**src/rtl/b20_enum_seq_if.sv**
```systemverilog
// Keystream-bit intake and candidate output stream of the b20 enumerator sequencer.
interface b20_enum_seq_if;
    logic        BIT_VALID;
    logic        BIT_IN;
    logic        BIT_READY;
    logic        CAND_VALID;
    logic        CAND_READY;
    logic [19:0] CAND_KEY20;
    logic [14:0] CAND_NUM;
    logic        CAND_LAST;
    logic [3:0]  CAND_FC_IDX;

    modport master (
        output BIT_VALID, BIT_IN, CAND_READY,
        input  BIT_READY, CAND_VALID, CAND_KEY20, CAND_NUM, CAND_LAST, CAND_FC_IDX
    );

    modport slave (
        input  BIT_VALID, BIT_IN, CAND_READY,
        output BIT_READY, CAND_VALID, CAND_KEY20, CAND_NUM, CAND_LAST, CAND_FC_IDX
    );
endinterface

```
**src/rtl/b20_enum_seq.sv**
```systemverilog
// Sequences one 20-bit Fc-index enumerator per keystream bit and streams its 32768 candidates.
// Defining B20_ENUM_SEQ_PERF_EN adds STALL_CNT, a saturating count of downstream stall cycles.
module b20_enum_seq #(
    parameter logic [3:0] IDX = 4'd0
) (
    input  logic          CLK,
    input  logic          RESET,
    b20_enum_seq_if.slave io,
    input  logic          ABORT,
    output logic          ENUM_RSTn,
    output logic          ENUM_STB,
    output logic          ENUM_BIT,
    input  logic [19:0]   ENUM_KEY20,
    output logic          DONE
`ifdef B20_ENUM_SEQ_PERF_EN
    ,
    output logic [31:0]   STALL_CNT
`endif
);
    typedef enum logic [1:0] {S_IDLE, S_CLEAR, S_RUN, S_DRAIN} state_t;

    state_t      state_q, state_d;
    logic [14:0] cnt_q, cnt_d;
    logic        ebit_q, ebit_d;
    logic        vld_q, vld_d;
    logic [19:0] key_q, key_d;
    logic [14:0] num_q, num_d;
    logic        last_q, last_d;
    logic        done_q, done_d;
    logic        bit_hs, load, acc, abort_job;

    always_comb begin
        state_d   = state_q;
        cnt_d     = cnt_q;
        ebit_d    = ebit_q;
        vld_d     = vld_q;
        key_d     = key_q;
        num_d     = num_q;
        last_d    = last_q;
        done_d    = 1'b0;
        bit_hs    = 1'b0;
        load      = 1'b0;
        acc       = vld_q & io.CAND_READY;
        abort_job = ABORT & (state_q != S_IDLE);
        case (state_q)
            S_IDLE: begin
                if (io.BIT_VALID) begin
                    bit_hs  = 1'b1;
                    ebit_d  = io.BIT_IN;
                    state_d = S_CLEAR;
                end
            end
            S_CLEAR: begin
                cnt_d   = '0;
                state_d = S_RUN;
            end
            S_RUN: begin
                // The output register refills whenever it is empty or being drained this cycle.
                load = !vld_q | io.CAND_READY;
                if (load) begin
                    key_d  = ENUM_KEY20;
                    num_d  = cnt_q;
                    last_d = (cnt_q == 15'h7FFF);
                    vld_d  = 1'b1;
                    cnt_d  = cnt_q + 15'd1;
                    if (cnt_q == 15'h7FFF) begin
                        state_d = S_DRAIN;
                    end
                end
            end
            S_DRAIN: begin
                if (acc) begin
                    vld_d   = 1'b0;
                    done_d  = 1'b1;
                    state_d = S_IDLE;
                end
            end
            default: state_d = S_IDLE;
        endcase
        if (abort_job) begin
            state_d = S_IDLE;
            vld_d   = 1'b0;
            done_d  = 1'b0;
        end
    end

    always_ff @(posedge CLK) begin
        if (RESET) begin
            state_q <= S_IDLE;
            cnt_q   <= '0;
            ebit_q  <= 1'b0;
            vld_q   <= 1'b0;
            key_q   <= '0;
            num_q   <= '0;
            last_q  <= 1'b0;
            done_q  <= 1'b0;
        end else begin
            state_q <= state_d;
            cnt_q   <= cnt_d;
            ebit_q  <= ebit_d;
            vld_q   <= vld_d;
            key_q   <= key_d;
            num_q   <= num_d;
            last_q  <= last_d;
            done_q  <= done_d;
        end
    end

    assign io.BIT_READY   = (state_q == S_IDLE);
    assign io.CAND_VALID  = vld_q;
    assign io.CAND_KEY20  = key_q;
    assign io.CAND_NUM    = num_q;
    assign io.CAND_LAST   = last_q;
    assign io.CAND_FC_IDX = IDX;
    assign ENUM_RSTn      = !RESET & (state_q != S_CLEAR);
    assign ENUM_STB       = load;
    assign ENUM_BIT       = ebit_q;
    assign DONE           = done_q;

`ifdef B20_ENUM_SEQ_PERF_EN
    logic [31:0] stall_q;

    always_ff @(posedge CLK) begin
        if (RESET || bit_hs) begin
            stall_q <= '0;
        end else if (vld_q && !io.CAND_READY && (stall_q != 32'hFFFF_FFFF)) begin
            stall_q <= stall_q + 32'd1;
        end
    end

    assign STALL_CNT = stall_q;
`endif
endmodule

```
**src/flat_wrapper.sv**
```systemverilog
// flat-port wrapper written by rule: the top's interface ports become plain ports
module b20_enum_seq_flat 
#(
    parameter logic [3:0] IDX = 4'd0
)
  (CLK, RESET, ABORT, ENUM_RSTn, ENUM_STB, ENUM_BIT, ENUM_KEY20, DONE, io_BIT_VALID, io_BIT_IN, io_CAND_READY, io_BIT_READY, io_CAND_VALID, io_CAND_KEY20, io_CAND_NUM, io_CAND_LAST, io_CAND_FC_IDX);
  b20_enum_seq_if io_i ();
  input  logic CLK;
  input  logic RESET;
  input  logic ABORT;
  output logic ENUM_RSTn;
  output logic ENUM_STB;
  output logic ENUM_BIT;
  input  logic [19:0] ENUM_KEY20;
  output logic DONE;
  input wire logic [$bits(io_i.BIT_VALID)-1:0] io_BIT_VALID;
  input wire logic [$bits(io_i.BIT_IN)-1:0] io_BIT_IN;
  input wire logic [$bits(io_i.CAND_READY)-1:0] io_CAND_READY;
  output wire logic [$bits(io_i.BIT_READY)-1:0] io_BIT_READY;
  output wire logic [$bits(io_i.CAND_VALID)-1:0] io_CAND_VALID;
  output wire logic [$bits(io_i.CAND_KEY20)-1:0] io_CAND_KEY20;
  output wire logic [$bits(io_i.CAND_NUM)-1:0] io_CAND_NUM;
  output wire logic [$bits(io_i.CAND_LAST)-1:0] io_CAND_LAST;
  output wire logic [$bits(io_i.CAND_FC_IDX)-1:0] io_CAND_FC_IDX;
  assign io_i.BIT_VALID = io_BIT_VALID;
  assign io_i.BIT_IN = io_BIT_IN;
  assign io_i.CAND_READY = io_CAND_READY;
  assign io_BIT_READY = io_i.BIT_READY;
  assign io_CAND_VALID = io_i.CAND_VALID;
  assign io_CAND_KEY20 = io_i.CAND_KEY20;
  assign io_CAND_NUM = io_i.CAND_NUM;
  assign io_CAND_LAST = io_i.CAND_LAST;
  assign io_CAND_FC_IDX = io_i.CAND_FC_IDX;
  b20_enum_seq #(.IDX(IDX)) u_core (.CLK(CLK), .RESET(RESET), .io(io_i), .ABORT(ABORT), .ENUM_RSTn(ENUM_RSTn), .ENUM_STB(ENUM_STB), .ENUM_BIT(ENUM_BIT), .ENUM_KEY20(ENUM_KEY20), .DONE(DONE));
endmodule
```
**config.mk**
```make
export PLATFORM = sky130hd
export DESIGN_NAME = b20_enum_seq_flat
export DESIGN_NICKNAME = d
export VERILOG_FILES = /design/src/rtl/b20_enum_seq_if.sv /design/src/rtl/b20_enum_seq.sv /design/src/flat_wrapper.sv
export SDC_FILE = /design/constraint.sdc
export NUM_CORES = 1
export LEC_CHECK = 0
export BUFFER_PORTS_ARGS = -buffer_cell sky130_fd_sc_hd__buf_4
export CORE_AREA = 2 2 74 76
export CTS_BUF_LIST = sky130_fd_sc_hd__clkbuf_8
export DETAILED_ROUTE_END_ITERATION = 12
export DIE_AREA = 0 0 76 78
export PLACE_DENSITY = 0.76
export SYNTH_ARGS = -nofsm -noshare
export SYNTH_HDL_FRONTEND = slang
export SYNTH_SLANG_ARGS = --single-unit
```
**constraint.sdc**
```tcl
create_clock -name CLK -period 1.9 [get_ports CLK]
set_clock_uncertainty 0.2 [all_clocks]
set_input_delay 0.19 -clock CLK [delete_from_list [all_inputs] [get_ports CLK]]
set_output_delay 0.19 -clock CLK [all_outputs]
set_load 0.02 [all_outputs]
```
==> results_dict.tcl <==
set metrics [dict create \
    cts_tree "yes" \
    crit_arrival_ps 1940 \
    fp.dieW_um 76 \
    p_leak_nw 1.38 \
    yosys.area.top_type_share 0.478 \
    cap_violations 0 \
    cts_buffer_depth 2 \
    wl_per_cell_um 13.0 \
    cp.required_ps 1950 \
    h-tree-depth 2 \
    ys_types 45 \
    slew_violations 0 \
    die_height_um 78 \
    dpl.cell_count 430 \
    path_max_fanout 3 \
    regToRegSetupSlack_ps 10 \
    min_to "u_core.cnt_q[1]$_SDFFE_PP0P_" \
    fin_ws_ps 9.96 \
    nets 425 \
    holdPathStages 2 \
    yosysWarnings 0 \
    fin_cells 465 \
    drive_above_1_share 0.296 \
    drt_iter0_markers 71 \
    critPathLaunchType "register" \
    wl_mm 6.05 \
    ys_seq_area_frac 0.478 \
    fin_crit_sh 0.995 \
    synth_enable_flop_cells 0 \
    area_growth_pct 45.9 \
    r2r-start "u_core.cnt_q[1]$_SDFFE_PP0P_" \
    min-delay-start "RESET" \
    final_hold_viol_count 0 \
    antenna_found_initial 0 \
    viasPerCell 5.08 \
    std_cell_rows 26 \
    multiInputGateArea_um2 1140 \
    overflow 0 \
    synthesis.area_um2 2340 \
    fin_tns_setup_ps 0 \
    drc 0 \
    synthTopCellsByArea "dfxtp_1, nand2_1, a21oi_1" \
    ys.flop_type "dfxtp_1" \
    endpoint_kind "register" \
    totalPowerFinal_mw 3.14 \
    powerDensity_nw_per_um2 918 \
    yosys.area.top_type "dfxtp_1" \
    area.sequential_um2 1130 \
    dieArea_um2 5930 \
    post-place-ws_ps -6.02 \
    grt_pass1_vias 2220 \
    gp_congestion 0.805 \
    synth.avg_cell_area_um2 8.17 \
    numCtsBuffers 5 \
    r2r-end "u_core.cnt_q[14]$_SDFFE_PP0P_" \
    async_reset_ff_frac 0 \
    period_needed_ps 1890 \
    ir_worst_vdd_mv 0.674 \
    clkTransAtPathRegs_ps 100 \
    grt_max_degree 36 \
    cts_root_buffer "clkbuf_8" \
    synthCells 287 \
    outcome "finished clean" \
    critical_path_class "register to register" \
    r2r_cells 5 \
    clock_latency_ps 310 \
    dpl.hpwl_mm 4.01 \
    start_util 0.465 \
    grt_pass1_wl_mm 10.1 \
    drtPass1Iterations 4 \
    fillCellCount 422 \
    grt_usage 0.206 \
    dr_total_vias 2362 \
    holdWs_ps 73.0 \
    rsz0062_at_grt "true" \
    core-area_um2 5040 \
    synth.ff_latch_count 56 \
    hp-class "input port to register" \
    diodes 0 \
    io-pin-count 72 \
    fmaxAchievable_mhz 529 \
    io_buffers 67 \
    ant_nets 0 \
    finalSetupViolCount 0 \
    clock-sinks 56 \
]
worst max-delay path, cell delays in order (launching register included):
cell     delay (ps)
dfxtp_2         360
ha_4            140
and4_1          190
or4b_4          470
or3_4           350
a21oi_2         120
cell usage after synthesis, types with 2 or more instances:
library cell,instances
a21oi_1,43
a31oi_1,2
and3_1,3
and4_1,2
buf_1,4
buf_2,4
buf_4,4
clkbuf_1,9
dfxtp_1,56
ha_1,5
inv_1,5
mux2i_1,2
nand2_1,79
nand2b_1,3
nand3_1,7
nand4_1,5
nor2_1,8
nor2b_1,3
nor3_1,3
nor4b_1,2
o211ai_1,5
o21ai_0,3
o21ai_1,2
o41ai_1,3
or2_1,2
or3_1,3
or4_1,2
final cells by class:
cell class                      instances  area share
Inverter                                6     0.00732
Tap cell                               70      0.0256
Multi-Input combinational cell        207       0.334
Clock inverter                          3     0.00585
Timing Repair Buffer                  118       0.278
Clock buffer                            5      0.0201
Sequential cell                        56       0.330
registers in the layout (all words and copies together), names as in the netlist:
| signal | count |
|---|---|
| u_core.io.CAND_LAST | 1 |
| u_core.ENUM_BIT | 1 |
| u_core.cnt_q | 15 |
| u_core.io.CAND_KEY20 | 20 |
| u_core.state_q | 2 |
| u_core.io.CAND_NUM | 15 |
| u_core.DONE | 1 |
| u_core.io.CAND_VALID | 1 |
what timing repair did:
action	in CTS	in global routing
hold buffers	24	0
endpoints found under the hold margin	22	0
endpoints found under the setup margin	20	6
buffers inserted	1	2
pin swaps	0	3
gates resized for setup	3	8
how the worst max path moves through the flow:
stage                                              start                                    end  slack [ps]  cells after the start
after CTS                   u_core.cnt_q[0]$_SDFFE_PP0P_          u_core.cnt_q[14]$_SDFFE_PP0P_           7                      5
after floorplan             u_core.cnt_q[0]$_SDFFE_PP0P_          u_core.cnt_q[14]$_SDFFE_PP0P_           9                      5
final                       u_core.cnt_q[1]$_SDFFE_PP0P_          u_core.cnt_q[14]$_SDFFE_PP0P_          10                      5
after global routing        u_core.cnt_q[1]$_SDFFE_PP0P_          u_core.cnt_q[14]$_SDFFE_PP0P_         -70                      5
after global placement      u_core.cnt_q[0]$_SDFFE_PP0P_          u_core.cnt_q[14]$_SDFFE_PP0P_          20                      5
after detailed placement  u_core.state_q[1]$_SDFFE_PP0P_  u_core.io.CAND_KEY20[18]$_SDFFE_PP0P_          -6                      6
stage by stage:
stage	util	cell area (um2)
5_1_grt	0.678	3420
3_5_place_dp	0.601	3030
3_3_place_gp	0.601	3030
6_report	0.678	3420
4_1_cts	0.669	3380
2_1_floorplan	-	2360
kinds of logic after synthesis:
group,after synthesis,share of synthesized area
and+or+nand+nor,128,0.262
AOI/OAI and AO/OA,66,0.163
DFF,56,0.478
buffers and inverters,27,0.0518
adders and majority gates,5,0.0267
muxes,3,0.0133
other,1,0.00160
xor gates and xnor gates,1,0.00374
routing by layer:
metal / wire length [um] / vias up / track usage
met1: 2670 / 1078 / 0.254
met2: 2950 / 84 / 0.364
met4: 54 / 0 / 0.0545
met5: 0 / - / 0
met3: 378 / 6 / 0.0453
li1: - / 1194 / -
report_power, final:
| group | switching [mW] | leakage [nW] | total (mW) | internal [mW] |
|---|---|---|---|---|
| Combinational | 0.670 | 0.882 | 1.14 | 0.474 |
| Clock | 0.389 | 0.0455 | 0.647 | 0.258 |
| Sequential | 0.0646 | 0.455 | 1.35 | 1.28 |
layout by cell type, fill, tap and decap left out, types with 2 or more instances in the layout:
master	count
buf_4	93
nand2_1	78
dfxtp_1	51
a21oi_1	42
dlygate4sd3_1	24
nor2_1	8
nand3_1	7
inv_1	6
nand4_1	5
o211ai_1	5
clkbuf_8	5
dfxtp_2	5
conb_1	4
nand2b_1	3
and3_1	3
nor2b_1	3
o21ai_0	3
o41ai_1	3
nor3_1	3
a31oi_1	2
mux2i_1	2
or2_1	2
and4_1	2
or3_1	2
or4_1	2
o21ai_1	2
nor4b_1	2
ha_2	2
ha_1	2
Note: power is estimated with default switching activity, not from simulation.
